[config.mk]
export PLATFORM = sky130hd
export DESIGN_NAME = issue_ctrl_flat
export DESIGN_NICKNAME = d
export VERILOG_FILES = /design/src/rtl/issue_if.sv /design/src/rtl/issue_ctrl.sv /design/src/flat_wrapper.sv
export SDC_FILE = /design/constraint.sdc
export NUM_CORES = 1
export LEC_CHECK = 0
export ABC_AREA = 1
export CORE_MARGIN = 3
export CORE_UTILIZATION = 25
export CTS_CLUSTER_SIZE = 10
export DETAILED_ROUTE_END_ITERATION = 6
export SLEW_MARGIN = 40
export SYNTH_ARGS = -nofsm -noshare
export SYNTH_HDL_FRONTEND = slang
export SYNTH_SLANG_ARGS = --single-unit
[constraint.sdc]
create_clock -name clock -period 6.67 [get_ports clock]
set_input_delay 1.334 -clock clock [delete_from_list [all_inputs] [get_ports clock]]
set_output_delay 1.334 -clock clock [all_outputs]
set_load 0.1 [all_outputs]
[src/rtl/issue_if.sv]
// ---------------------------------------------------------------------------
// issue_if
// Handshake and bus bundle around issue_ctrl.
//   id_*        : decoded instruction from id_stage (valid/ready)
//   ra/rb/rd_*  : operand and destination enables and register indices
//   ex_*        : issued instruction towards execute (valid/ready)
//   wb_*        : writeback completion, one per cycle at most
//   flush       : discard the buffered, unissued instruction
// Modports:
//   slave  : issue_ctrl side
//   master : surrounding pipeline / testbench side
// ---------------------------------------------------------------------------
interface issue_if;
    logic       id_valid;
    logic       id_ready;
    logic       ra_en;
    logic       rb_en;
    logic       rd_en;
    logic [4:0] ra_addr;
    logic [4:0] rb_addr;
    logic [4:0] rd_addr;
    logic       ex_valid;
    logic       ex_ready;
    logic       ex_rd_en;
    logic [4:0] ex_rd_addr;
    logic       wb_valid;
    logic       wb_rd_en;
    logic [4:0] wb_rd_addr;
    logic       flush;

    modport slave (
        input  id_valid, ra_en, rb_en, rd_en, ra_addr, rb_addr, rd_addr,
        input  ex_ready, wb_valid, wb_rd_en, wb_rd_addr, flush,
        output id_ready, ex_valid, ex_rd_en, ex_rd_addr
    );

    modport master (
        output id_valid, ra_en, rb_en, rd_en, ra_addr, rb_addr, rd_addr,
        output ex_ready, wb_valid, wb_rd_en, wb_rd_addr, flush,
        input  id_ready, ex_valid, ex_rd_en, ex_rd_addr
    );
endinterface

[src/rtl/issue_ctrl.sv]
// ---------------------------------------------------------------------------
// issue_ctrl
// In-order issue controller: single-entry instruction buffer, 32-entry busy
// scoreboard for pending register writes, and an outstanding-instruction
// window of MAX_OUT (1..15). Stalls on RAW, WAW and a full window.
//
// Ports:
//   clock     : single clock, rising edge
//   reset     : synchronous, active-low
//   bus       : issue_if.slave (id, ex, wb handshakes and flush)
//   busy      : scoreboard, bit i = write to xi pending
//   out_cnt   : instructions issued but not yet written back
//   stall_cnt : hazard-stall cycle counter (only with ISSUE_STALL_CNT_EN)
//
// Optional feature macro: ISSUE_STALL_CNT_EN
//
// state    | meaning
// ---------+-----------------------------------------------
// ST_EMPTY | no instruction buffered, ready to accept
// ST_FULL  | one decoded instruction waiting to issue
// ---------------------------------------------------------------------------
module issue_ctrl #(
    parameter int unsigned MAX_OUT = 4
) (
    input  logic        clock,
    input  logic        reset,
    issue_if.slave      bus,
    output logic [31:0] busy,
    output logic [3:0]  out_cnt
`ifdef ISSUE_STALL_CNT_EN
    ,
    output logic [31:0] stall_cnt
`endif
);

    typedef enum logic {
        ST_EMPTY = 1'b0,
        ST_FULL  = 1'b1
    } state_t;

    localparam logic [3:0] MAX_OUT_C = 4'(MAX_OUT);

    state_t      state_q, state_d;

    logic        ra_en_q, rb_en_q, rd_en_q;
    logic [4:0]  ra_addr_q, rb_addr_q, rd_addr_q;
    logic [31:0] busy_q, busy_d;
    logic [3:0]  out_cnt_q, out_cnt_d;

    logic [31:0] wb_mask;
    logic [31:0] busy_eff;
    logic [31:0] set_mask;
    logic        raw_a, raw_b, waw, win_full, hazard;
    logic        ex_valid_c, id_ready_c, issue, accept;

    // A completing write frees its register in the same cycle so that a
    // dependent instruction can issue without a bubble.
    assign wb_mask  = (bus.wb_valid && bus.wb_rd_en) ? (32'd1 << bus.wb_rd_addr) : 32'd0;
    assign busy_eff = busy_q & ~wb_mask;

    assign raw_a    = ra_en_q && (ra_addr_q != 5'd0) && busy_eff[ra_addr_q];
    assign raw_b    = rb_en_q && (rb_addr_q != 5'd0) && busy_eff[rb_addr_q];
    assign waw      = rd_en_q && (rd_addr_q != 5'd0) && busy_eff[rd_addr_q];
    // Any completion frees a slot this cycle, so a full window only blocks
    // when nothing is writing back.
    assign win_full = (out_cnt_q == MAX_OUT_C) && !bus.wb_valid;

    always_ff @(posedge clock) begin
        if (!reset) begin
            state_q <= ST_EMPTY;
        end else begin
            state_q <= state_d;
        end
    end

    always_comb begin
        state_d    = state_q;
        hazard     = 1'b0;
        ex_valid_c = 1'b0;
        id_ready_c = 1'b0;
        issue      = 1'b0;
        accept     = 1'b0;

        if (state_q == ST_FULL) begin
            hazard = raw_a || raw_b || waw || win_full;
        end
        ex_valid_c = (state_q == ST_FULL) && !hazard && !bus.flush;
        issue      = ex_valid_c && bus.ex_ready;
        id_ready_c = ((state_q == ST_EMPTY) || issue) && !bus.flush;
        accept     = bus.id_valid && id_ready_c;

        if (bus.flush) begin
            state_d = ST_EMPTY;
        end else if (accept) begin
            state_d = ST_FULL;
        end else if (issue) begin
            state_d = ST_EMPTY;
        end
    end

    assign bus.ex_valid   = ex_valid_c;
    assign bus.id_ready   = id_ready_c;
    assign bus.ex_rd_en   = rd_en_q;
    assign bus.ex_rd_addr = rd_addr_q;

    always_ff @(posedge clock) begin
        if (!reset) begin
            ra_en_q   <= 1'b0;
            rb_en_q   <= 1'b0;
            rd_en_q   <= 1'b0;
            ra_addr_q <= 5'd0;
            rb_addr_q <= 5'd0;
            rd_addr_q <= 5'd0;
        end else if (accept) begin
            ra_en_q   <= bus.ra_en;
            rb_en_q   <= bus.rb_en;
            rd_en_q   <= bus.rd_en;
            ra_addr_q <= bus.ra_addr;
            rb_addr_q <= bus.rb_addr;
            rd_addr_q <= bus.rd_addr;
        end
    end

    // Set is applied after the writeback clear, so an issue and a
    // completion to the same register leave the bit set.
    always_comb begin
        set_mask = 32'd0;
        if (issue && rd_en_q && (rd_addr_q != 5'd0)) begin
            set_mask = 32'd1 << rd_addr_q;
        end
        busy_d    = (busy_eff | set_mask) & ~32'd1;

        out_cnt_d = out_cnt_q;
        if (issue && !bus.wb_valid) begin
            out_cnt_d = out_cnt_q + 4'd1;
        end else if (!issue && bus.wb_valid && (out_cnt_q != 4'd0)) begin
            out_cnt_d = out_cnt_q - 4'd1;
        end
    end

    always_ff @(posedge clock) begin
        if (!reset) begin
            busy_q    <= 32'd0;
            out_cnt_q <= 4'd0;
        end else begin
            busy_q    <= busy_d;
            out_cnt_q <= out_cnt_d;
        end
    end

    assign busy    = busy_q;
    assign out_cnt = out_cnt_q;

`ifdef ISSUE_STALL_CNT_EN
    logic [31:0] stall_cnt_q;

    // Only hazard stalls count; back-pressure from execute does not.
    always_ff @(posedge clock) begin
        if (!reset) begin
            stall_cnt_q <= 32'd0;
        end else if ((state_q == ST_FULL) && hazard && !bus.flush) begin
            stall_cnt_q <= stall_cnt_q + 32'd1;
        end
    end

    assign stall_cnt = stall_cnt_q;
`endif

endmodule

[src/flat_wrapper.sv]
// flat-port wrapper written by rule: the top's interface ports become plain ports
module issue_ctrl_flat 
#(
    parameter int unsigned MAX_OUT = 4
)
  (clock, reset, busy, out_cnt, bus_id_valid, bus_ra_en, bus_rb_en, bus_rd_en, bus_ra_addr, bus_rb_addr, bus_rd_addr, bus_ex_ready, bus_wb_valid, bus_wb_rd_en, bus_wb_rd_addr, bus_flush, bus_id_ready, bus_ex_valid, bus_ex_rd_en, bus_ex_rd_addr);
  issue_if bus_i ();
  input  logic clock;
  input  logic reset;
  output logic [31:0] busy;
  output logic [3:0] out_cnt;
  input wire logic [$bits(bus_i.id_valid)-1:0] bus_id_valid;
  input wire logic [$bits(bus_i.ra_en)-1:0] bus_ra_en;
  input wire logic [$bits(bus_i.rb_en)-1:0] bus_rb_en;
  input wire logic [$bits(bus_i.rd_en)-1:0] bus_rd_en;
  input wire logic [$bits(bus_i.ra_addr)-1:0] bus_ra_addr;
  input wire logic [$bits(bus_i.rb_addr)-1:0] bus_rb_addr;
  input wire logic [$bits(bus_i.rd_addr)-1:0] bus_rd_addr;
  input wire logic [$bits(bus_i.ex_ready)-1:0] bus_ex_ready;
  input wire logic [$bits(bus_i.wb_valid)-1:0] bus_wb_valid;
  input wire logic [$bits(bus_i.wb_rd_en)-1:0] bus_wb_rd_en;
  input wire logic [$bits(bus_i.wb_rd_addr)-1:0] bus_wb_rd_addr;
  input wire logic [$bits(bus_i.flush)-1:0] bus_flush;
  output wire logic [$bits(bus_i.id_ready)-1:0] bus_id_ready;
  output wire logic [$bits(bus_i.ex_valid)-1:0] bus_ex_valid;
  output wire logic [$bits(bus_i.ex_rd_en)-1:0] bus_ex_rd_en;
  output wire logic [$bits(bus_i.ex_rd_addr)-1:0] bus_ex_rd_addr;
  assign bus_i.id_valid = bus_id_valid;
  assign bus_i.ra_en = bus_ra_en;
  assign bus_i.rb_en = bus_rb_en;
  assign bus_i.rd_en = bus_rd_en;
  assign bus_i.ra_addr = bus_ra_addr;
  assign bus_i.rb_addr = bus_rb_addr;
  assign bus_i.rd_addr = bus_rd_addr;
  assign bus_i.ex_ready = bus_ex_ready;
  assign bus_i.wb_valid = bus_wb_valid;
  assign bus_i.wb_rd_en = bus_wb_rd_en;
  assign bus_i.wb_rd_addr = bus_wb_rd_addr;
  assign bus_i.flush = bus_flush;
  assign bus_id_ready = bus_i.id_ready;
  assign bus_ex_valid = bus_i.ex_valid;
  assign bus_ex_rd_en = bus_i.ex_rd_en;
  assign bus_ex_rd_addr = bus_i.ex_rd_addr;
  issue_ctrl #(.MAX_OUT(MAX_OUT)) u_core (.clock(clock), .reset(reset), .bus(bus_i), .busy(busy), .out_cnt(out_cnt));
endmodule
### Word-level counts from Yosys, hierarchy flattened

Cells that the tools add are included.

* flip-flop bits (word level): 55
* latch bits: 0
* memory bits (writable): 0
* memory bits (read-only): 0
* memories kept: 0

* add/subtract/negate cells: 2
* multipliers: 0
* divide/modulo/power cells: 0
* magnitude comparators: 3
* eq/ne operators: 1
* shifts and indexed selects: 2
* mux-type cells: 13
* bitwise logic cells: 5
* reduce and logical (&&, ||, !) cells: 33

Operator list (count)
* $mux 32: 2
* $shl 1x5->32 const A: 2
* $and 32x32->32: 1
* $not 32->32: 1
* $or 32x32->32: 1
* $logic_and 1x1->1: 18
* $lt 5x6->1 const B: 3
* $bmux 1 s5: 3
* $reduce_bool 5->1: 3
* $mux 4: 2
* $mux 1: 6
* $add 4x1->4 const B: 1
* $eq 4x3->1 const B: 1
* $logic_not 1->1: 4
* $logic_or 1x1->1: 4
* $reduce_bool 2->1: 2
* $reduce_bool 4->1: 1
* $sub 4x1->4 const B: 1
* $not 1->1: 2
* $reduce_or 2->1: 1

### Logic depth before layout (Yosys ltp)

* depth after elaboration: 20
* depth in mapped cells: 26
* depth with buffers taken out: 25

### Worst setup path after synthesis

Ideal clock, no wire load.

* path kind: in2reg
* start: in bus_wb_rd_addr[3]
* end: reg u_core.out_cnt_q[3] (netlist: u_core.out_cnt[3])
* setup time: 0.116 ns
* data arrival time: 5.348 ns
* setup slack: 1.206 ns
* stages: 25
* path through: buf_4 > inv_2 > buf_6 > nor2_1 > nand2_1 > nand2_1 > inv_2 > nand2_1 > nand3_1 > nand2_1 > nand2_1 > nand2_1 > nand3_1 > nand3_1 > nand3_1 > nor2_1 > nand3_1 > ha_1 > nand2_1 > nand2_1 > a31oi_1 > inv_1 > nand4_1 > a21oi_1 > nor2_1

* longest elaborated chain between the ends: 19
* elaborated cells between the ends (all ways): 27

Ends and longest elaborated chain
* start: declaration: RTL line flat_wrapper.sv:22 `input wire logic [$bits(bus_i.wb_rd_addr)-1:0] bus_wb_rd_addr;`
* $shl 1x5->32 (*): RTL line issue_ctrl.sv:58 `assign wb_mask = (bus.wb_valid && bus.wb_rd_en) ? (32'd1 << bus.wb_rd_addr) : 32'd0;`
* $mux 32 (*): RTL line issue_ctrl.sv:58
* $not 32->32 (*): RTL line issue_ctrl.sv:59 `assign busy_eff = busy_q & ~wb_mask;`
* $and 32x32->32 (*): RTL line issue_ctrl.sv:59
* $bmux 1 s5 (on tied branches): RTL line issue_ctrl.sv:61, issue_ctrl.sv:62
* $mux 1 (on tied branches): RTL line issue_ctrl.sv:61, issue_ctrl.sv:62
* $logic_and 1x1->1 (on tied branches): RTL line issue_ctrl.sv:61, issue_ctrl.sv:62
* $logic_or 1x1->1: RTL line issue_ctrl.sv:85 `hazard = raw_a || raw_b || waw || win_full;`
* $logic_or 1x1->1 (*) (2 in a row): RTL line issue_ctrl.sv:85
* $mux 1 (*): RTL line issue_ctrl.sv:84 `if (state_q == ST_FULL) begin`
* $logic_not 1->1 (*): RTL line issue_ctrl.sv:87 `ex_valid_c = (state_q == ST_FULL) && !hazard && !bus.flush;`
* $logic_and 1x1->1 (*) (2 in a row): RTL line issue_ctrl.sv:87
* named net bus_ex_valid: RTL line flat_wrapper.sv:25 `output wire logic [$bits(bus_i.ex_valid)-1:0] bus_ex_valid;`
* $logic_and 1x1->1 (*): RTL line issue_ctrl.sv:88 `issue = ex_valid_c && bus.ex_ready;`
* $logic_not 1->1: RTL line issue_ctrl.sv:136 `end else if (!issue && bus.wb_valid && (out_cnt_q != 4'd0)) begin`
* $logic_and 1x1->1 (2 in a row): RTL line issue_ctrl.sv:136
* $reduce_bool 2->1 (no source line)
* end signal: assignment: RTL line issue_ctrl.sv:147 `out_cnt_q <= out_cnt_d;`
* end: declaration: RTL line issue_ctrl.sv:48 `logic [3:0] out_cnt_q, out_cnt_d;`

Mark *: on every way through the listed nets, which the timed path passes. The rest lies on a longest branch. The select of a mux whose other input is x is not followed.
A chain may end at the register's enable or synchronous reset.

### Worst setup path in the final report

* start: in bus_wb_valid
* end: out bus_id_ready

* longest elaborated chain between the ends: 17
* elaborated cells between the ends (all ways): 25

Ends and longest elaborated chain
* start: declaration: RTL line flat_wrapper.sv:20 `input wire logic [$bits(bus_i.wb_valid)-1:0] bus_wb_valid;`
* $logic_and 1x1->1: RTL line issue_ctrl.sv:58
* $mux 32: RTL line issue_ctrl.sv:58
* $not 32->32: RTL line issue_ctrl.sv:59
* $and 32x32->32: RTL line issue_ctrl.sv:59
* $bmux 1 s5 (on tied branches): RTL line issue_ctrl.sv:61, issue_ctrl.sv:62
* $mux 1 (on tied branches): RTL line issue_ctrl.sv:61, issue_ctrl.sv:62
* $logic_and 1x1->1 (on tied branches): RTL line issue_ctrl.sv:61, issue_ctrl.sv:62
* $logic_or 1x1->1 (2 in a row): RTL line issue_ctrl.sv:85
* $logic_or 1x1->1 (*): RTL line issue_ctrl.sv:85
* $mux 1 (*): RTL line issue_ctrl.sv:84
* $logic_not 1->1 (*): RTL line issue_ctrl.sv:87
* $logic_and 1x1->1 (*) (2 in a row): RTL line issue_ctrl.sv:87
* $logic_and 1x1->1 (*): RTL line issue_ctrl.sv:88
* $logic_or 1x1->1 (*): RTL line issue_ctrl.sv:89 `id_ready_c = ((state_q == ST_EMPTY) || issue) && !bus.flush;`
* $logic_and 1x1->1 (*): RTL line issue_ctrl.sv:89
* end: declaration: RTL line flat_wrapper.sv:24 `output wire logic [$bits(bus_i.id_ready)-1:0] bus_id_ready;`

Mark *: on every way between the ends. The rest lies on a longest branch, timed or not. The select of a mux whose other input is x is not followed.

==> metrics.md <==
| Metric | Value |
|---|---|
| Final setup vio count | `0` |
| Hold crit path type | `reg2reg` |
| Vias in the first global route | `4532` |
| Crit end category | `output port` |
| Initial antenna violation count | `0` |
| CTS H-Tree Depth | `2` |
| Mapped Area | `3970 um^2` |
| Worst setup path class | `in2out` |
| RSZ-0062 raised after global routing | `false` |
| Rows | `45` |
| Final hold vios | `0` |
| I/O pin total | `74` |
| Worst Path Buf+Inv | `2` |
| Postcts setup bufs | `0` |
| Post-CTS Hold Fix Bufs | `0` |
| Sink Count | `54` |
| Synth Instances | `682` |
| CTS Buffer Depth | `2` |
| Synth top area cells | `dfxtp_1, nand3_1, nand2_1, nor2_1, inv_1` |
| DR vias/cell | `5.13` |
| Maximum vdd ir drop | `0.0874 mV` |
| Nets | `755` |
| GRT Util Overall | `0.183` |
| Crit path max-delay family | `simple AND/OR/NAND/NOR gates` |
| PwrDens | `228 nW/um^2` |
| DR vias | `4796` |
| Area leader, netlist | `dfxtp_1` |
| Post-Syn Nets | `715` |
| Status | `completed` |
| Later-pin clock latency in the skew report | `0.31 ns` |
| Max_cap viols | `0` |
| Mean area per synthesized cell | `5.82 um^2` |
| Final Max Tran Viols | `0` |
| Initial Util | `0.258` |
| CTS Root Cell | `clkbuf_16` |
| Share of the yosys chip area belonging to registers | `0.272` |
| Most frequent cells after synthesis | `nand2_1, nand3_1, nor2_1` |
| Syn. warnings | `0` |
| Post_cts resized | `0` |
| Final instance area | `4740 um^2` |
| DR iter-0 viols | `500` |
| Die width | `132 um` |
| Distinct cell type count after synthesis | `36` |
| Slew @ Worst Pin | `0.854 ns` |
| Min Tclk post-route | `5.57 ns` |
| Detailed Route WL | `16200 um` |
| Most used standard cell by instance count after synthesis | `nand2_1` |
| P_leak | `2.07 nW` |
| DPL Wire Length | `11800 um` |
| DRT antenna net count | `0` |
| DR pass1 iterations | `6` |
| N_diodes | `0` |
| Clock transition at path regs | `0.07 ns` |
| Crit path cell chain | `clkdlybuf4s50_1 > nand2_1 > nor2_2 > nand3_1 > nand2_1 > a21oi_1 > nand3_1 > nand3_1 > nand2_1 > nand2_1 > nand3_1 > nand2_1 > nor2_2 > nand3_2 > a21oi_1 > buf_4` |
| GP Congestion | `1.00` |
| Die ar. | `17400 um^2` |
| Pin count of the biggest net entering global routing | `34` |
| Design Power | `0.00108 W` |
| Skew final | `0.00699 ns` |
| Cell repeated most along the worst path | `nand2_1` |
| Congestion Overflow GR | `0` |
| Worst-path fanout max | `13` |
| Die H | `132 um` |
| TritonCTS buffer count | `5` |
| CP required | `5.34 ns` |
| Total core area | `15400 um^2` |
| Total Neg Setup Slack | `0 ns` |
| Number of synthesized flops with an enable pin | `0` |
| Part of the cycle the worst path needs | `0.835` |
| Fmax | `180 MHz` |
| Number of port buffers | `72` |
| Routed WL per cell | `17.4 um` |
| Slowest CP cell | `clkdlybuf4s50_1` |
| Async S/R FF share, synth | `0` |
| Ratio of cells with drive above 1 in the final layout | `0.102` |
| Placed inst area | `4540 um^2` |
| Residual DRC count | `0` |
| Seq cells post-synth | `54` |
| CTS tree | `built` |
| Synth top area share | `0.272` |
| Leading register cell type out of synthesis | `dfxtp_1` |
| First-pass GRT wire length | `25500 um` |
| CP Launch Type | `input pin` |
| Crit path DAT | `4.23 ns` |
| Slew headroom | `0.429` |
| Layout overhead on the synthesized area | `19.4%` |
| Worst path max stage delay | `0.55 ns` |
==> per-layer routing <==
metal / share of wire / global-route usage / vias to the layer above
met5: 0 / 0 / -
met1: 0.42 / 0.246 / 2164
met3: 0.10 / 0.0447 / 49
li1: - / - / 2296
met4: 0.035 / 0.0718 / 0
met2: 0.44 / 0.284 / 287
==> registers in the layout (all words and copies together), names as in the netlist <==
register and cells:
u_core.busy 31, u_core.bus.ex_rd_addr 5, u_core.ra_addr_q 5, u_core.rb_addr_q 5
u_core.out_cnt 4, u_core.bus.ex_rd_en 1, u_core.ra_en_q 1, u_core.rb_en_q 1
u_core.state_q 1
==> cell usage in the layout (no fill, tap or decap), types with 4 or more instances in the layout <==
cell type        count
o21ai_1              8
dfxtp_1             53
buf_2               41
nand4_1             23
nor2_1              80
clkdlybuf4s50_1     29
a21oi_1             48
nor3_1               7
clkbuf_16            5
inv_1               71
clkinv_1             4
inv_2                9
nand3_1            140
nand2_1            166
==> cell type report <==
cell class,instances,area (um^2)
Tap cell,211,264
Fill cell,1790,10600
Clock buffer,6,139
Timing Repair Buffer,73,518
Sequential cell,54,1080
Inverter,84,315
Multi-Input combinational cell,504,2360
Clock inverter,2,60.1
==> tightest hold or removal path: stages, from the launching register on <==
cell	delay (ns)
dfxtp_1	0.32
inv_1	0.05
nand2_1	0.04
inv_1	0.04
nor2_1	0.03
==> path summary, 6_finish.rpt <==
| kind | start | to | slack, ns | cells after the start |
|---|---|---|---|---|
| max | bus_wb_valid | bus_id_ready | 1.10 | 16 |
| min | u_core.ra_en_q | u_core.ra_en_q | 0.52 | 4 |
| max reg2reg | u_core.ra_addr_q[0] | u_core.out_cnt[3] | 2.34 | 20 |
| min reg2reg | u_core.ra_en_q | u_core.ra_en_q | 0.52 | 4 |
==> through the flow <==
stage                     utilization  std cells  worst slack, ns  hold WS [ns]
after floorplan                     -        682             1.21         0.486
after global placement          0.309        926             1.12         0.511
after detailed placement        0.296        926             1.16         0.508
after CTS                       0.309        934             1.15         0.521
after global routing            0.309        934            0.856         0.550
final                           0.309        934             1.10         0.517
==> where the power goes <==
part | switching (W) | leakage [nW] | internal (W)
sequential | 0.0000374 | 0.439 | 0.000341
clock | 0.000135 | 0.0971 | 0.000226
combinational | 0.000253 | 1.54 | 0.0000897
total | 0.000425 | 2.07 | 0.000657
==> kinds of logic (layout without fill, tap and decap cells) <==
family,after synthesis,count (layout),synth area share
other,1,1,0.000944
AOI/OAI and AO/OA,69,69,0.0942
DFF,54,54,0.272
adders and majority gates,3,3,0.0113
buffers and inverters,124,165,0.133
and+or+nand+nor,430,430,0.487
xor gates and xnor gates,1,1,0.00221
Note: power is estimated with default switching activity, not from simulation.
